===== src/rtl/mem_access_stage.sv =====
// MEM stage: data-memory load/store over req/ack with timeout, feeds MEM/WB.
// Define ALIGN_CHECK_EN to reject misaligned accesses instead of word-aligning.
module mem_access_stage #(
  parameter int TIMEOUT = 16
) (
  input  logic        clk_i,
  input  logic        rst_i,
  input  logic [1:0]  WB_i,
  input  logic        MemRead_i,
  input  logic        MemWrite_i,
  input  logic [31:0] Addr_i,
  input  logic [31:0] WrData_i,
  input  logic [4:0]  RegAddr_i,
  output logic        mem_req_o,
  output logic        mem_we_o,
  output logic [31:0] mem_addr_o,
  output logic [31:0] mem_wdata_o,
  input  logic        mem_ack_i,
  input  logic [31:0] mem_rdata_i,
  output logic        stall_o,
  output logic [1:0]  WB_o,
  output logic [31:0] MemData_o,
  output logic [31:0] ALUData_o,
  output logic [4:0]  RegAddr_o,
  output logic        err_o,
  output logic        misalign_o
);

  typedef enum logic [1:0] {IDLE, REQ, RESP} state_t;

  localparam logic [7:0] CNT_MAX = 8'(TIMEOUT - 1);

  state_t      state_q, state_d;
  logic        req_q, req_d;
  logic        we_q, we_d;
  logic [31:0] addr_q, addr_d;
  logic [31:0] wdata_q, wdata_d;
  logic [7:0]  cnt_q, cnt_d;
  logic        abort_q, abort_d;
  logic [31:0] buf_q, buf_d;
  logic [1:0]  wb_q, wb_d;
  logic [31:0] memdata_q, memdata_d;
  logic [31:0] aludata_q, aludata_d;
  logic [4:0]  regaddr_q, regaddr_d;
  logic        err_q, err_d;
  logic        mis_q, mis_d;
  logic        stall;
  logic        access;
  logic        misal;

  assign access = MemRead_i | MemWrite_i;

`ifdef ALIGN_CHECK_EN
  assign misal = (Addr_i[1:0] != 2'b00);
`else
  assign misal = 1'b0;
`endif

  always_comb begin
    state_d   = state_q;
    req_d     = req_q;
    we_d      = we_q;
    addr_d    = addr_q;
    wdata_d   = wdata_q;
    cnt_d     = cnt_q;
    abort_d   = abort_q;
    buf_d     = buf_q;
    wb_d      = wb_q;
    memdata_d = memdata_q;
    aludata_d = aludata_q;
    regaddr_d = regaddr_q;
    err_d     = 1'b0;
    mis_d     = 1'b0;
    stall     = 1'b0;
    unique case (state_q)
      IDLE: begin
        if (access && !misal) begin
          stall   = 1'b1;
          addr_d  = {Addr_i[31:2], 2'b00};
          wdata_d = WrData_i;
          we_d    = MemWrite_i;
          req_d   = 1'b1;
          cnt_d   = 8'd0;
          abort_d = 1'b0;
          buf_d   = 32'd0;
          wb_d    = 2'b00;
          state_d = REQ;
        end else if (access) begin
          wb_d  = 2'b00;
          mis_d = 1'b1;
        end else begin
          wb_d      = WB_i;
          aludata_d = Addr_i;
          regaddr_d = RegAddr_i;
          memdata_d = 32'd0;
        end
      end
      REQ: begin
        stall = 1'b1;
        wb_d  = 2'b00;
        // ack has priority over a timeout landing in the same cycle
        if (mem_ack_i) begin
          if (!we_q) buf_d = mem_rdata_i;
          req_d   = 1'b0;
          state_d = RESP;
        end else if (cnt_q == CNT_MAX) begin
          req_d   = 1'b0;
          abort_d = 1'b1;
          state_d = RESP;
        end else begin
          cnt_d = cnt_q + 8'd1;
        end
      end
      RESP: begin
        wb_d      = abort_q ? 2'b00 : WB_i;
        aludata_d = Addr_i;
        regaddr_d = RegAddr_i;
        memdata_d = buf_q;
        err_d     = abort_q;
        state_d   = IDLE;
      end
      default: state_d = IDLE;
    endcase
  end

  always_ff @(posedge clk_i or posedge rst_i) begin
    if (rst_i) begin
      state_q   <= IDLE;
      req_q     <= 1'b0;
      we_q      <= 1'b0;
      addr_q    <= 32'd0;
      wdata_q   <= 32'd0;
      cnt_q     <= 8'd0;
      abort_q   <= 1'b0;
      buf_q     <= 32'd0;
      wb_q      <= 2'b00;
      memdata_q <= 32'd0;
      aludata_q <= 32'd0;
      regaddr_q <= 5'd0;
      err_q     <= 1'b0;
      mis_q     <= 1'b0;
    end else begin
      state_q   <= state_d;
      req_q     <= req_d;
      we_q      <= we_d;
      addr_q    <= addr_d;
      wdata_q   <= wdata_d;
      cnt_q     <= cnt_d;
      abort_q   <= abort_d;
      buf_q     <= buf_d;
      wb_q      <= wb_d;
      memdata_q <= memdata_d;
      aludata_q <= aludata_d;
      regaddr_q <= regaddr_d;
      err_q     <= err_d;
      mis_q     <= mis_d;
    end
  end

  assign stall_o     = stall & ~rst_i;
  assign mem_req_o   = req_q;
  assign mem_we_o    = we_q;
  assign mem_addr_o  = addr_q;
  assign mem_wdata_o = wdata_q;
  assign WB_o        = wb_q;
  assign MemData_o   = memdata_q;
  assign ALUData_o   = aludata_q;
  assign RegAddr_o   = regaddr_q;
  assign err_o       = err_q;
  assign misalign_o  = mis_q;

endmodule


===== config.mk =====
export PLATFORM = sky130hd
export DESIGN_NAME = mem_access_stage
export DESIGN_NICKNAME = d
export VERILOG_FILES = /design/src/rtl/mem_access_stage.sv
export SDC_FILE = /design/constraint.sdc
export NUM_CORES = 1
export LEC_CHECK = 0
export ABC_CLOCK_PERIOD_IN_PS = 6000
export CORE_MARGIN = 2
export CORE_UTILIZATION = 40
export DETAILED_ROUTE_END_ITERATION = 6
export PLACE_DENSITY = 0.76
export SYNTH_ARGS = -nofsm -noshare
export SYNTH_HDL_FRONTEND = slang
export SYNTH_SLANG_ARGS = --single-unit
export TNS_END_PERCENT = 100

===== constraint.sdc =====
create_clock -name clk_i -period 6 [get_ports clk_i]
set_input_delay 0.9 -clock clk_i [delete_from_list [all_inputs] [get_ports clk_i]]
set_output_delay 0.9 -clock clk_i [all_outputs]
set_load 0.05 [all_outputs]

; Word level (Yosys, flattened, before mapping)
; Index checks and enable logic that the tools add are counted.
[totals]
regBits = 179
input_bits = 108
output_inout_bits = 140
wordCells = 71
[op_classes]
addsub = 1
n_eq_ne = 11
mux = 32
bitwise_logic = 3
n_reduce_logical = 11
[op_table]
columns = cell, n
row1 = $pmux W32 S2, 3
row2 = $mux W32, 5
row3 = $mux W8, 3
row4 = $pmux W8 S2, 1
row5 = $ne A2 B2 Y1 const B, 7
row6 = $reduce_and A4 Y1, 3
row7 = $mux W2, 5
row8 = $pmux W5 S2, 1
row9 = $add A8 B1 Y8 const B, 1
row10 = $eq A8 B4 Y1 const B, 1
row11 = $mux W1, 8
row12 = $pmux W1 S2, 3
row13 = $pmux W2 S3, 1
row14 = $reduce_and A2 Y1, 3
row15 = $mux W5, 1
row16 = $pmux W2 S2, 1
row17 = $reduce_bool A2 Y1, 2
row18 = $ne A3 B3 Y1 const B, 1
row19 = $reduce_and A3 Y1, 1
row20 = $reduce_bool A3 Y1, 1
row21 = $eq A2 B1 Y1 const B, 1
row22 = $eq A2 B2 Y1 const B, 1
row23 = $logic_not A2 Y1, 1
row24 = $and A1 B1 Y1, 1
row25 = 2 further kinds, 2

; Longest topological paths before layout
; Gate-level depths: netlist of run 1.
[depth]
word_depth = 4
depth_mapped = 7
mapped_depth_nobuf = 6

; Worst setup path before layout of run 1
; Ideal clock, no wire load.
[synth_path]
path_type = in2out
start = in MemWrite_i
end = out stall_o
arrival_time_ns = 2.160
required_ns = 5.100
setup_slack_ns = 2.940
cell_stages = 4
n_path_buf = 2
cell_sequence = o21ai_1 buf_2 buf_2 a21oi_1
[synth_between]
elab_chain_len = 4
[synth_lines]
columns = item, line_no
row1 = start: declaration, 10  ; input logic MemWrite_i,
row2 = $or A1 B1 Y1, 51  ; assign access = MemRead_i | MemWrite_i;
row3 = $mux W1, 77  ; if (access && !misal) begin
row4 = $pmux W1 S2, 75  ; unique case (state_q)
row5 = $and A1 B1 Y1, 160  ; assign stall_o = stall & ~rst_i;
row6 = end: declaration, 20  ; output logic stall_o,
; No other way between the ends.

; Worst setup path after layout of run 1
[layout_path]
start = reg state_q[1]
end = out stall_o
[layout_between]
elab_chain_len = 3
elab_cells_between_ends = 4
classes_between = eq/ne (1) / mux (1) / bitwise (1) / reduce/logical (1)
[layout_lines]
columns = item, line_no
row1 = start: declaration, 33  ; state_t state_q, state_d;
row2 = start signal: assignment, 143  ; state_q <= state_d;
row3 = $eq A2 B1 Y1 / $logic_not A2 Y1 (equally long branches), 75
row4 = $pmux W1 S2 (*), 75
row5 = $and A1 B1 Y1 (*), 160
; Mark *: on every way between the ends. The rest lies on a longest branch, timed or not.

==> flow_summary.json, run 1 <==
{
  "die_h_um": 135,
  "yosys.area.top_type": "dfrtp_1",
  "synth_area_leaders": "dfrtp_1, mux2_2, a22o_1",
  "synth_cells": 459,
  "routed_wl_um": 16700,
  "rows": 47,
  "vias": 4720,
  "gr-usage-all-layers": 0.187,
  "wl_met1_um": 6920,
  "ys_seq_area_frac": 0.654,
  "clockBufferDepth": 2,
  "fin_crit_sh": 0.613,
  "crit_slowest_cell": "clkdlybuf4s50_1",
  "skew_ns": 0.00871,
  "synth_area_um2": 6850,
  "die_area_um2": 18200,
  "synth-edff-count": 0,
  "path_buf_inv": 3,
  "totalPowerFinal_mw": 6.74,
  "maxCapViolCount": 0,
  "cp-end-kind": "output pin",
  "layout-drive-gt1-share": 0.199,
  "yosysMostFrequentCell": "dfrtp_1",
  "overflow": 0,
  "cts_setup_buffers": 0,
  "start_util": 0.412,
  "antenna_cells": 0,
  "path_common_cell": "inv_1",
  "clk_pin_slew_ns": 0.06,
  "via_per_inst": 5.06,
  "numCtsBuffers": 17,
  "leakage_nw": 4.32,
  "setup-violations-final": 0,
  "ir_drop_v": 0.000353,
  "report.final.hold_viol_count": 0,
  "syn_avg_cell_area_um2": 14.9,
  "wl_per_cell_um": 17.9,
  "ant_nets": 0,
  "grt_max_degree": 80,
  "yosysTopAreaCellShare": 0.654,
  "drtPass1Iterations": 4,
  "die_w_um": 135,
  "finalCriticalPeriod_ns": 3.68,
  "ioPinCount": 248,
  "worstPathRequired_ns": 5.10,
  "cts_root_buf": "clkbuf_16",
  "clk_latency_ns": 0.42,
  "max_freq_ghz": 0.272,
  "max_slew_margin": 0.258,
  "totalNegativeSetupSlack_ns": 0,
  "rsz0062_at_grt": "false",
  "critPathMaxStageDelay_ns": 0.86,
  "syn_to_final_growth_pct": 47.5,
  "min_path_type": "register to register",
  "holdBufCountCts": 0,
  "yosys_warnings": 0,
  "status": "finished, final reports clean",
  "gp_congestion": 0.770,
  "drc": 0,
  "hold-worst-slack_ns": 0.498,
  "hpwl_um": 12000,
  "highest_layer": "met4",
  "grt_pass1_vias": 5073,
  "ys_ff_latch": 179,
  "slew_viol_final": 0,
  "synth_flop_cell": "dfrtp_1",
  "crit_family": "buffers and inverters",
  "cts_tree": "yes",
  "max_slew.worst_pin.slew_ns": 1.11,
  "grt_first_pass_wirelength_um": 26700,
  "fp.coreArea_um2": 16600,
  "cts_num_sinks": 179,
  "crit_type": "register to output pin",
  "fin_nets": 814,
  "route.met2.wl_um": 8380,
  "path_cells": "inv_1, ha_1, inv_1, a21oi_1, clkdlybuf4s50_1",
  "p_per_area_nw_per_um2": 668,
  "async_reset_ff_frac": 1.00,
  "ctsResizeCount": 0,
  "antenna_found_initial": 0,
  "synthDistinctLibCells": 39,
  "start_kind": "register",
  "netlist_top_cells_count": "dfrtp_1, mux2_2, a22o_1, nand2_1, buf_2",
  "numPortBuffers": 244,
  "drt_iter0_drc": 258,
  "htree_num_levels": 4,
  "critPathMaxFanout": 13,
  "dr_wl_met3_um": 1140,
  "arrival_ns": 2.78
}
layout by cell type (no fill, tap or decap), types with 2 or more instances in the layout:
cell,n
and2_1,2
nor3_1,5
a2bb2oi_1,2
inv_1,8
mux2i_1,2
buf_4,5
bufinv_16,2
clkdlybuf4s50_1,244
ha_1,6
clkinvlp_4,3
nor2_1,8
conb_1,3
clkbuf_16,17
clkinv_4,2
nand2_1,16
mux2_2,100
o21ai_0,4
nand3b_1,2
inv_6,6
a22o_1,66
a21oi_1,6
o21ai_4,2
dfrtp_1,179
or3_1,2
final cells by class:
cell class,count,area (um^2)
Fill cell,1267,6540
Sequential cell,179,4480
Timing Repair Buffer,249,2480
Multi-Input combinational cell,244,2240
Clock buffer,19,443
Tap cell,220,275
Clock inverter,13,149
Inverter,9,38.8
metrics by stage:
| step | setup WS, ns | util | instances | cell area (um^2) |
|---|---|---|---|---|
| CTS | 2.27 | 0.607 | 933 | 10100 |
| finish | 2.32 | 0.607 | 933 | 10100 |
| floorplan | 0.241 | - | 461 | 6860 |
| global route | 2.17 | 0.607 | 933 | 10100 |
| global placement | 2.35 | 0.571 | 901 | 9510 |
| detailed placement | 2.29 | 0.571 | 901 | 9510 |
routing by layer:
layer  vias up  track usage
met5         -            0
met4         0       0.0561
met3        21       0.0465
met1      2360        0.230
li1       2157            -
met2       182        0.328
final timing paths:
kind | slack [ns] | from | depth (start not counted) | endpoint
max in group asynchronous | 3.82 | rst_i | 3 | MemData_o[23]
min in group asynchronous | 1.06 | rst_i | 2 | mem_wdata_o[11]
setup reg to reg | 3.07 | state_q[0] | 7 | ALUData_o[6]
setup / recovery | 2.32 | state_q[1] | 5 | stall_o
hold / removal | 0.50 | buf_q[9] | 1 | MemData_o[9]
hold reg to reg | 0.50 | buf_q[9] | 1 | MemData_o[9]
cells by family (layout without fill, tap and decap cells):
kind of cell	count (synthesis)	count (layout)	synth area share
flip-flops	179	179	0.654
multiplexers	102	102	0.167
AO/OA/AOI/OAI	91	91	0.110
AND/OR/NAND/NOR	42	42	0.0325
buffers and inverters	38	290	0.0252
adder cells (fa/ha/maj)	6	6	0.0110
other	1	3	0.000547
sequential cells by signal, indices dropped and copies added (netlist names):
register,flops
mem_wdata_o,32
mem_addr_o,30
buf_q,32
abort_q,1
mem_req_o,1
ALUData_o,32
MemData_o,32
mem_we_o,1
RegAddr_o,5
state_q,2
err_o,1
cnt_q,8
WB_o,2
report_power, final:
group | internal [mW] | leakage, nW | switching, mW
clock | 0.632 | 0.281 | 0.471
sequential | 1.72 | 2.25 | 0.279
combinational | 1.35 | 1.79 | 2.29
Power figures use the tool's default switching activity.
==> run 2, diff against run 1 <==
--- a/config.mk
+++ b/config.mk
@@ -5,7 +5,7 @@
 export SDC_FILE = /design/constraint.sdc
 export NUM_CORES = 1
 export LEC_CHECK = 0
-export ABC_CLOCK_PERIOD_IN_PS = 6000
+export ABC_CLOCK_PERIOD_IN_PS = 3100
 export CORE_MARGIN = 2
 export CORE_UTILIZATION = 40
 export DETAILED_ROUTE_END_ITERATION = 6
==> constraint.sdc (replaced) <==
create_clock -name clk_i -period 3.1 [get_ports clk_i]
set_input_delay 0.465 -clock clk_i [delete_from_list [all_inputs] [get_ports clk_i]]
set_output_delay 0.465 -clock clk_i [all_outputs]
set_load 0.05 [all_outputs]
==> flow_summary.json, run 2 (synthesis gave the netlist of run 1 again) <==
{
  "start_kind": "register",
  "cts_root_buf": "clkbuf_16",
  "max_slew.worst_pin.slew_ns": 0.779,
  "crit_family": "buffers and inverters",
  "skew_ns": 0.00913,
  "report.final.hold_viol_count": 0,
  "rows": 47,
  "gr-usage-all-layers": 0.198,
  "cts_num_sinks": 179,
  "grt_pass1_vias": 5197,
  "crit_slowest_cell": "ha_1",
  "htree_num_levels": 4,
  "die_w_um": 135,
  "drc": 0,
  "setup-violations-final": 0,
  "overflow": 0,
  "die_h_um": 135,
  "fp.coreArea_um2": 16600,
  "swShare": 0.451,
  "cts_setup_buffers": 0,
  "pwr-share-comb": 0.541,
  "start_util": 0.412,
  "ir_drop_v": 0.000777,
  "clk_latency_ns": 0.42,
  "final_core_util": 0.613,
  "arrival_ns": 2.18,
  "syn_to_final_growth_pct": 48.9,
  "gp_congestion": 0.888,
  "layout-drive-gt1-share": 0.209,
  "status": "finished, final reports clean",
  "drt_iter0_drc": 235,
  "wl_per_cell_um": 18.5,
  "wl_met1_um": 7110,
  "die_area_um2": 18200,
  "via_per_inst": 5.07,
  "ioPinCount": 248,
  "dpl_cell_area_um2": 9610,
  "internal_power_mw": 7.22,
  "drtPass1Iterations": 4,
  "grt_first_pass_wirelength_um": 27800,
  "finalCriticalPeriod_ns": 2.65,
  "min_path_type": "register to register",
  "numPortBuffers": 244,
  "totalNegativeSetupSlack_ns": 0,
  "worstPathRequired_ns": 2.63,
  "path_cells": "inv_1, ha_1, inv_1, a21oi_1, buf_4",
  "clk_pin_slew_ns": 0.07,
  "clockPowerShare": 0.163,
  "cts_tree": "yes",
  "maxCapViolCount": 0,
  "critPathMaxFanout": 13,
  "final_common_cell": "clkdlybuf4s50_1",
  "leakage_nw": 4.37,
  "max_slew_margin": 0.480,
  "clockBufferDepth": 2,
  "ant_nets": 0,
  "holdBufCountCts": 0,
  "highest_layer": "met4",
  "crit_type": "register to output pin",
  "antenna_found_initial": 0,
  "grt_max_degree": 43,
  "critPathMaxStageDelay_ns": 0.44,
  "max_freq_ghz": 0.378,
  "path_buf_inv": 3,
  "totalPowerFinal_mw": 13.1,
  "fin_crit_sh": 0.854,
  "fin_cells": 942,
  "mostFrequentLayoutCells": "clkdlybuf4s50_1, dfrtp_1, mux2_2",
  "place_inst": 910,
  "fin_nets": 823,
  "seq_power_share": 0.296,
  "ctsResizeCount": 0,
  "routed_wl_um": 17400,
  "dr_wl_met3_um": 1130,
  "slew_viol_final": 0,
  "p_per_area_nw_per_um2": 1290,
  "rsz0062_at_grt": "false",
  "antenna_cells": 0,
  "path_common_cell": "inv_1",
  "p_switching_mw": 5.93,
  "cp-end-kind": "output pin",
  "vias": 4772,
  "numCtsBuffers": 17,
  "route.met2.wl_um": 8900,
  "hpwl_um": 12500,
  "stdcell_area_um2": 10200
}
-- run 2: path summary, 6_finish.rpt --
| path | start | end | slack (ns) | depth (start not counted) |
|---|---|---|---|---|
| max in group asynchronous | rst_i | mem_addr_o[22] | 1.74 | 3 |
| worst min-delay path | buf_q[13] | MemData_o[13] | 0.49 | 1 |
| worst max-delay path | state_q[1] | stall_o | 0.45 | 5 |
| worst max register to register | state_q[1] | buf_q[5] | 0.81 | 7 |
| worst min register to register | buf_q[13] | MemData_o[13] | 0.49 | 1 |
| min in group asynchronous | rst_i | mem_wdata_o[14] | 0.64 | 2 |
-- run 2: layer usage --
layer  GRT usage  up-vias
met5           0        -
met4      0.0538        0
met3      0.0499       16
met2       0.351      191
met1       0.240     2390
li1            -     2175
-- run 2: cell type report --
type,count,area (um^2)
Clock buffer,20,447
Clock inverter,12,143
Fill cell,1257,6440
Inverter,9,37.5
Multi-Input combinational cell,244,2240
Sequential cell,179,4480
Tap cell,220,275
Timing Repair Buffer,258,2580
-- run 2: power groups by stage --
| stage | combinational, mW | clock [mW] | sequential, mW |
|---|---|---|---|
| after global placement | 7.04 | 0 | 3.86 |
| after floorplan | 2.07 | 0 | 6.60 |
| after global routing | 7.45 | 2.30 | 4.01 |
| after CTS | 7.18 | 2.19 | 3.89 |
| final | 7.12 | 2.14 | 3.89 |
| after detailed placement | 7.17 | 0 | 3.92 |
-- run 2: worst register-to-register path, cell delays in order, from the launching register on --
cell and delay (ns):
dfrtp_1 0.42, inv_1 0.11, ha_1 0.35, nor3b_4 0.49, nor2_1 0.19, nand2_1 0.10, buf_4 0.34, a22o_1 0.23
-- run 2: stage by stage --
step / worst slack (ns) / hold slack (ns)
2_1_floorplan: 0.340 / 0.466
5_1_grt: 0.323 / 0.515
6_report: 0.454 / 0.494
4_1_cts: 0.465 / 0.499
3_3_place_gp: 0.766 / 0.482
3_5_place_dp: 0.670 / 0.481
==> run 3, diff against run 2 <==
--- a/config.mk
+++ b/config.mk
@@ -6,6 +6,7 @@
 export NUM_CORES = 1
 export LEC_CHECK = 0
 export ABC_CLOCK_PERIOD_IN_PS = 3100
+export CAP_MARGIN = 30
 export CORE_MARGIN = 2
 export CORE_UTILIZATION = 40
 export DETAILED_ROUTE_END_ITERATION = 6
==> results of run 3 <==
The final DEF is identical to that of run 2; final timing and power are the same.
